==> src/rtl/counter_ctrl_pkg.sv <==
// -----------------------------------------------------------------------------
// counter_ctrl_pkg
// Shared definitions for the counter run controller: default sizing and the
// legacy-compatible state encoding that is also exported on o_state.
// -----------------------------------------------------------------------------
package counter_ctrl_pkg;

    // Default counter width, matching the 10-bit LED counter on the board.
    localparam int CNT_W_DEF = 10;

    // Default prescale: one count tick per second from the 50 MHz clock.
    localparam int PRESC_DEF = 50_000_000;

    // State encodings. They are visible on o_state, so the values are fixed.
    localparam logic [1:0] ST_IDLE  = 2'b00;
    localparam logic [1:0] ST_RUN   = 2'b01;
    localparam logic [1:0] ST_PAUSE = 2'b10;
    localparam logic [1:0] ST_DONE  = 2'b11;

endpackage : counter_ctrl_pkg

==> src/rtl/counter_ctrl_if.sv <==
// -----------------------------------------------------------------------------
// counter_ctrl_if
// Control bus between the run controller and the up/down counter datapath.
// The controller (master) issues enable/load strobes and the direction; the
// counter (slave) feeds its current value back for the terminal compare.
// -----------------------------------------------------------------------------
interface counter_ctrl_if
    import counter_ctrl_pkg::*;
#(
    parameter int CNT_W = CNT_W_DEF
);

    logic             cnt_en;    // one-cycle count-enable tick
    logic             cnt_up;    // count direction, 1 = up
    logic             cnt_load;  // one-cycle load strobe
    logic [CNT_W-1:0] load_val;  // value to load, valid with cnt_load
    logic [CNT_W-1:0] cnt_dat;   // current counter value

    modport master (
        output cnt_en,
        output cnt_up,
        output cnt_load,
        output load_val,
        input  cnt_dat
    );

    modport slave (
        input  cnt_en,
        input  cnt_up,
        input  cnt_load,
        input  load_val,
        output cnt_dat
    );

endinterface : counter_ctrl_if

==> src/rtl/key_edge.sv <==
// -----------------------------------------------------------------------------
// key_edge
// Turns an asynchronous active-low push-button level into a single-cycle
// press pulse: two-flop synchronizer, a previous-value register, and a
// falling-edge detect. Everything rests at "released" (1) out of reset, so a
// key held down through reset release is seen as exactly one fresh press.
// -----------------------------------------------------------------------------
module key_edge (
    input  logic i_clk,
    input  logic i_rst,
    input  logic i_key_n,
    output logic o_press
);

    logic sync1_q;
    logic sync2_q;
    logic prev_q;

    // Synchronize the key and keep its previous synchronized value.
    always_ff @(posedge i_clk) begin
        if (i_rst) begin
            sync1_q <= 1'b1;
            sync2_q <= 1'b1;
            prev_q  <= 1'b1;
        end else begin
            // NOTE: non-blocking assignments make each flop take the value its
            // predecessor held before this edge, which is what forms the chain.
            sync1_q <= i_key_n;
            sync2_q <= sync1_q;
            prev_q  <= sync2_q;
        end
    end

    // Press = key was released last cycle and is pressed now.
    assign o_press = prev_q & ~sync2_q;

endmodule : key_edge

==> src/rtl/counter_ctrl.sv <==
// -----------------------------------------------------------------------------
// counter_ctrl
// Run controller for the lab up/down counter. Start and pause keys become
// single-cycle commands; a prescaler derives the count tick; at each tick the
// fed-back counter value is compared with the terminal value to decide between
// counting, reloading (wrap) and stopping (one-shot). All outputs registered.
//
// Command latency: a key first sampled low at edge k takes effect at edge k+2.
// The prescaler advances on every edge where the registered state is RUN, so
// the RUN cycles between two ticks always add up to PRESC, however long the
// controller sits in PAUSE in between.
// -----------------------------------------------------------------------------
module counter_ctrl
    import counter_ctrl_pkg::*;
#(
    parameter int CNT_W = CNT_W_DEF,
    parameter int PRESC = PRESC_DEF
) (
    input  logic             i_clk,
    input  logic             i_rst,
    input  logic             i_start_n,
    input  logic             i_pause_n,
    input  logic             i_up,
    input  logic             i_wrap,
    input  logic [CNT_W-1:0] i_limit,
    counter_ctrl_if.master   cnt_bus,
    output logic [1:0]       o_state,
    output logic             o_done
);

    // Prescaler sizing; PRESC >= 2 keeps this at least one bit wide and gives
    // the counter a full cycle to settle after each strobe before the compare.
    localparam int             PW         = $clog2(PRESC);
    localparam logic [PW-1:0]  PRESC_LAST = PW'(PRESC - 1);

    // Key commands.
    logic start_cmd;
    logic pause_cmd;

    // Controller state and mode latched at start.
    logic [1:0]       state_q;
    logic [PW-1:0]    presc_q;
    logic             up_q;
    logic             wrap_q;
    logic [CNT_W-1:0] limit_q;

    // Registered outputs.
    logic             en_q;
    logic             load_q;
    logic [CNT_W-1:0] load_val_q;
    logic             done_q;

    // Tick decode and terminal compare.
    logic             tick;
    logic [CNT_W-1:0] term_val;
    logic [CNT_W-1:0] start_val;
    logic             at_terminal;
    logic             one_shot_end;

    key_edge u_start_key (
        .i_clk   (i_clk),
        .i_rst   (i_rst),
        .i_key_n (i_start_n),
        .o_press (start_cmd)
    );

    key_edge u_pause_key (
        .i_clk   (i_clk),
        .i_rst   (i_rst),
        .i_key_n (i_pause_n),
        .o_press (pause_cmd)
    );

    // Up mode counts 0 -> limit; down mode counts limit -> 0.
    assign term_val     = up_q ? limit_q : '0;
    assign start_val    = up_q ? '0 : limit_q;
    assign tick         = (state_q == ST_RUN) && (presc_q == PRESC_LAST);
    assign at_terminal  = (cnt_bus.cnt_dat == term_val);
    assign one_shot_end = tick && at_terminal && !wrap_q;

    // Command handling, prescaler and terminal-count sequencing.
    always_ff @(posedge i_clk) begin
        if (i_rst) begin
            state_q    <= ST_IDLE;
            presc_q    <= '0;
            up_q       <= 1'b0;
            wrap_q     <= 1'b0;
            limit_q    <= '0;
            en_q       <= 1'b0;
            load_q     <= 1'b0;
            load_val_q <= '0;
            done_q     <= 1'b0;
        end else begin
            // Strobes are single-cycle unless re-asserted below.
            en_q   <= 1'b0;
            load_q <= 1'b0;

            if (start_cmd) begin
                // Start (or restart) from any state; it outranks pause and any
                // tick due this cycle, so enable and load never coincide.
                up_q       <= i_up;
                wrap_q     <= i_wrap;
                limit_q    <= i_limit;
                load_val_q <= i_up ? '0 : i_limit;
                load_q     <= 1'b1;
                presc_q    <= '0;
                state_q    <= ST_RUN;
                done_q     <= 1'b0;
            end else begin
                case (state_q)
                    ST_RUN: begin
                        if (tick) begin
                            presc_q <= '0;
                            if (!at_terminal) begin
                                en_q <= 1'b1;
                            end else if (wrap_q) begin
                                load_q     <= 1'b1;
                                load_val_q <= start_val;
                            end
                        end else begin
                            presc_q <= presc_q + 1'b1;
                        end

                        // Reaching the end of a one-shot run takes precedence
                        // over a pause landing on the same edge.
                        if (one_shot_end) begin
                            state_q <= ST_DONE;
                            done_q  <= 1'b1;
                        end else if (pause_cmd) begin
                            state_q <= ST_PAUSE;
                        end
                    end

                    ST_PAUSE: begin
                        // Prescaler holds; resume carries on from that value.
                        if (pause_cmd) begin
                            state_q <= ST_RUN;
                        end
                    end

                    // IDLE and DONE wait for a start; pause is ignored here.
                    default: ;
                endcase
            end
        end
    end

    assign cnt_bus.cnt_en   = en_q;
    assign cnt_bus.cnt_up   = up_q;
    assign cnt_bus.cnt_load = load_q;
    assign cnt_bus.load_val = load_val_q;
    assign o_state          = state_q;
    assign o_done           = done_q;

endmodule : counter_ctrl

==> src/flat_wrapper.sv <==
// flat-port wrapper written by rule: the top's interface ports become plain ports
module counter_ctrl_flat import counter_ctrl_pkg::*;
#(
    parameter int CNT_W = CNT_W_DEF,
    parameter int PRESC = PRESC_DEF
)
  (i_clk, i_rst, i_start_n, i_pause_n, i_up, i_wrap, i_limit, o_state, o_done, cnt_bus_cnt_en, cnt_bus_cnt_up, cnt_bus_cnt_load, cnt_bus_load_val, cnt_bus_cnt_dat);
  counter_ctrl_if #(.CNT_W(CNT_W)) cnt_bus_i ();
  input  logic i_clk;
  input  logic i_rst;
  input  logic i_start_n;
  input  logic i_pause_n;
  input  logic i_up;
  input  logic i_wrap;
  input  logic [CNT_W-1:0] i_limit;
  output logic [1:0] o_state;
  output logic o_done;
  output wire logic [$bits(cnt_bus_i.cnt_en)-1:0] cnt_bus_cnt_en;
  output wire logic [$bits(cnt_bus_i.cnt_up)-1:0] cnt_bus_cnt_up;
  output wire logic [$bits(cnt_bus_i.cnt_load)-1:0] cnt_bus_cnt_load;
  output wire logic [$bits(cnt_bus_i.load_val)-1:0] cnt_bus_load_val;
  input wire logic [$bits(cnt_bus_i.cnt_dat)-1:0] cnt_bus_cnt_dat;
  assign cnt_bus_cnt_en = cnt_bus_i.cnt_en;
  assign cnt_bus_cnt_up = cnt_bus_i.cnt_up;
  assign cnt_bus_cnt_load = cnt_bus_i.cnt_load;
  assign cnt_bus_load_val = cnt_bus_i.load_val;
  assign cnt_bus_i.cnt_dat = cnt_bus_cnt_dat;
  counter_ctrl #(.CNT_W(CNT_W), .PRESC(PRESC)) u_core (.i_clk(i_clk), .i_rst(i_rst), .i_start_n(i_start_n), .i_pause_n(i_pause_n), .i_up(i_up), .i_wrap(i_wrap), .i_limit(i_limit), .cnt_bus(cnt_bus_i), .o_state(o_state), .o_done(o_done));
endmodule
==> config.mk <==
export PLATFORM = sky130hd
export DESIGN_NAME = counter_ctrl_flat
export DESIGN_NICKNAME = d
export VERILOG_FILES = /design/src/rtl/counter_ctrl_pkg.sv /design/src/rtl/counter_ctrl_if.sv /design/src/rtl/key_edge.sv /design/src/rtl/counter_ctrl.sv /design/src/flat_wrapper.sv
export SDC_FILE = /design/constraint.sdc
export NUM_CORES = 1
export LEC_CHECK = 0
export ABC_CLOCK_PERIOD_IN_PS = 3550
export BUFFER_PORTS_ARGS = -buffer_cell sky130_fd_sc_hd__buf_2
export CORE_MARGIN = 2
export CORE_UTILIZATION = 58
export CTS_CLUSTER_SIZE = 40
export DETAILED_ROUTE_END_ITERATION = 10
export PLACE_DENSITY = 0.79
export SLEW_MARGIN = 20
export SYNTH_ARGS = -nofsm -noshare
export SYNTH_HDL_FRONTEND = slang
export SYNTH_SLANG_ARGS = --single-unit
==> constraint.sdc <==
create_clock -name i_clk -period 3.55 [get_ports i_clk]
set_input_delay 0.8875 -clock i_clk [delete_from_list [all_inputs] [get_ports i_clk]]
set_output_delay 0.8875 -clock i_clk [all_outputs]
set_load 0.02 [all_outputs]
==> results by group <==
Placed design
  • Gpl congestion: 0.8193
  • Placed Area: 3203 sq um
  • Placed instance count: 435
  • Port bufs: 41
  • HPWL after DPL: 4200 um
  • Setup slack at placement: 0.8666 ns

Cells and area
  • Area Overhead vs Synth: 14.05%
  • Share of cells above drive strength 1: 22.63%
  • Fillers: 422
  • Cell area after layout: 3382 sq um
  • # diodes: 0
  • Fin cells: 450
  • Area taken by multi-input logic gates: 1692 sq um
  • Fin nets: 405
  • Fin util: 67.51%
  • Reg area: 1181 sq um

STA
  • Slew Viols, Final: 0
  • WHS: 0.4162 ns
  • Minimum clock period: 2.519 ns
  • Setup WS post-layout: 1.031 ns
  • Slew @ Worst Pin: 0.8283 ns
  • Clk_skew: 0.006735 ns
  • Final hold violation count: 0
  • Final period utilization: 70.97%
  • Max Clock Freq: 396.9 MHz
  • RSZ-0062 raised after global routing: no
  • Setup TNS: 0 ns
  • Setup violators final: 0
  • Slew HR: 44.78%

Floorplan
  • Core region area: 5010 sq um
  • Die W: 75.50 um
  • I/O pin total: 42
  • Height of the die: 75.50 um
  • Die area: 5700 sq um
  • Row count: 26
  • Initial Util: 59.19%

Yosys
  • Post-synth top area share: 39.83%
  • Async S/R FF share, synth: 0%
  • Mapped Cells: 337
  • Post-synthesis sequential area ratio: 39.83%
  • Post-synthesis mux area share: 4.937%
  • Yosys warning count: 0
  • Synth top area cells: dfxtp_1 (40%), nand3b_1 (5.3%), nand2_1 (4.9%)
  • Most instantiated library cell after synthesis: dfxtp_1
  • Synth Area in Compound Gates: 9.241%
  • Simple-Gate Fraction of Synth Area: 32.95%
  • Top cells by count, synth: dfxtp_1 (59), nand2_1 (39), nor2_1 (38), a21oi_1 (26), nand3b_1 (21)
  • Combinational family with the most area after synthesis: simple AND/OR/NAND/NOR gates
  • Yosys reg bits: 59
  • Syn avg cell area: 8.799 sq um
  • EDFF count, synth: 0
  • Mapped cell area: 2965 sq um
  • Mapped Nets: 366
  • Largest area contributor in the netlist: dfxtp_1
  • Cell variety after synth: 51
  • Adder-cell share of the synthesized area: 1.266%
  • Synth Area in XOR/XNOR: 8.565%
  • Main flop type after synthesis: dfxtp_1

CTS
  • Post-CTS sizing: 0
  • Clock transition at path regs: 0.06 ns
  • H-tree depth: 3
  • Clock sinks: 59
  • Clk Latency, worst-skew pair: 0.34 ns
  • Clk buf depth: 2
  • CTS Buf Count: 9
  • TritonCTS clock tree: yes
  • Setup repair bufs after CTS: 0
  • Post-cts hold buffer count: 0
  • CTS root buffer: clkbuf_8

Global routing
  • Pin count of the biggest net entering global routing: 43
  • Number of global-route vias before repair: 2078
  • Met1 usage: 31.34%
  • GR Util met3: 7.540%
  • GR Layer Usage met2: 33.04%
  • First-pass GRT wire length: 9563 um
  • Gr usage total: 22.55%
  • Initial antenna violation count: 0
  • GRT Max-Usage Layer: met2
  • Total gr overflow: 0

Route
  • Antenna Nets Post-Route: 0
  • Per-cell routed wire length: 13.71 um
  • Routed WL: 6170 um
  • Via/cell ratio: 5.513
  • DRT iter0 DRCs: 167
  • Pre-antenna DRT Iters: 4
  • Remaining DRCs: 0
  • Via count: 2481

Setup path
  • R2R Setup Slk: 1.03 ns
  • CP Capture Type: flip-flop
  • WP data required: 3.74 ns
  • Reg2Reg Depth: 6
  • CP Launch Type: flip-flop
  • Crit path kind: flip-flop to flip-flop
  • FF-to-FF End: u_core.presc_q[24]$_SDFFE_PP0N_
  • Worst EP arrival: 2.71 ns
  • Reg-to-Reg Start: u_core.o_state[0]$_SDFFE_PP0P_
  • Crit-path max FO: 23

Outcome
  • Outcome: complete, no violations

Pwr
  • Pwr dens: 431.0 nW/um^2
  • Tot Pwr: 1.458 mW
  • Worst VDD drop: 0.0003167 V
  • Leakage: 1.307 nW

Hold path
  • Hold Path End: u_core.u_start_key.sync2_q$_SDFF_PP1_
  • Tightest Hold Check Type: flip-flop to flip-flop
  • Hold Path Origin: u_core.u_start_key.sync1_q$_SDFF_PP1_
  • Hold Crit Depth: 1

Job
  • Max-cap violations: 0
==> worst max path at each step <==
stage                                   start  slack [ns]  depth (start not counted)                                       to
5_1_grt        u_core.o_state[0]$_SDFFE_PP0P_        0.78                          6          u_core.presc_q[16]$_SDFFE_PP0N_
3_3_place_gp               cnt_bus_cnt_dat[8]        0.97                          8  u_core.cnt_bus.load_val[1]$_SDFFE_PP0P_
3_5_place_dp               cnt_bus_cnt_dat[8]        0.87                          8  u_core.cnt_bus.load_val[4]$_SDFFE_PP0P_
4_1_cts        u_core.o_state[0]$_SDFFE_PP0P_        0.99                          6          u_core.presc_q[24]$_SDFFE_PP0N_
6_report       u_core.o_state[0]$_SDFFE_PP0P_        1.03                          6          u_core.presc_q[24]$_SDFFE_PP0N_
2_1_floorplan              cnt_bus_cnt_dat[7]        1.21                          7  u_core.cnt_bus.load_val[0]$_SDFFE_PP0P_
==> where the power goes <==
group | switching [mW] | internal [mW] | total (mW)
registers | 0.0239 | 0.685 | 0.709
logic | 0.113 | 0.0822 | 0.195
clock network | 0.250 | 0.304 | 0.554
total | 0.387 | 1.07 | 1.46
==> critical path: stages, from the launching register on <==
cell and delay, ns:
dfxtp_1 0.41, ha_1 0.40, nand4_4 0.22, nor4_2 0.38, nand4_2 0.21, nand2_1 0.64
nor2_1 0.12
==> per-layer routing <==
metal,vias up,part of all wire (%)
li1,1252,-
met1,1165,49
met2,55,45
met3,9,4.2
met4,0,1.9
met5,-,0
==> cell usage in the layout (no fill, tap or decap), types with 4 or more instances in the layout <==
master,instances
dfxtp_1,59
xor2_1,16
nand4_1,10
nor2b_1,11
mux2_4,9
clkbuf_8,12
o21ai_0,7
nand3b_1,21
nor3_1,7
a22oi_1,5
nand3_1,5
or2_2,6
and4_1,4
buf_2,41
inv_1,4
a21oi_1,26
nor2_1,38
nand2_1,39
xnor2_1,13
==> cell families after synthesis <==
logic type | after synthesis
AND/OR/NAND/NOR | 169
flip-flops | 59
AO/OA/AOI/OAI | 47
XOR/XNOR | 29
buffers and inverters | 20
multiplexers | 10
adder cells (fa/ha/maj) | 3
==> registers in the layout, indices dropped and copies added, names as in the netlist <==
signal                      cells
u_core.u_pause_key.sync1_q      1
u_core.u_pause_key.prev_q       1
u_core.u_start_key.sync1_q      1
u_core.cnt_bus.cnt_load         1
u_core.cnt_bus.cnt_up           1
u_core.u_start_key.sync2_q      1
u_core.o_state                  2
u_core.limit_q                 10
u_core.cnt_bus.cnt_en           1
u_core.o_done                   1
u_core.cnt_bus.load_val        10
u_core.wrap_q                   1
u_core.u_pause_key.sync2_q      1
u_core.presc_q                 26
u_core.u_start_key.prev_q       1
==> layout make-up <==
| class | count | share of cell area, % |
|---|---|---|
| multi-input combinational | 258 | 50.02 |
| sequential | 59 | 34.92 |
| timing repair buffer | 44 | 6.733 |
| clock buffer | 13 | 4.994 |
| tap | 70 | 2.590 |
| inverter | 4 | 0.4440 |
| clock inverter | 2 | 0.2960 |
No activity file was read; power rests on OpenSTA's default activity.
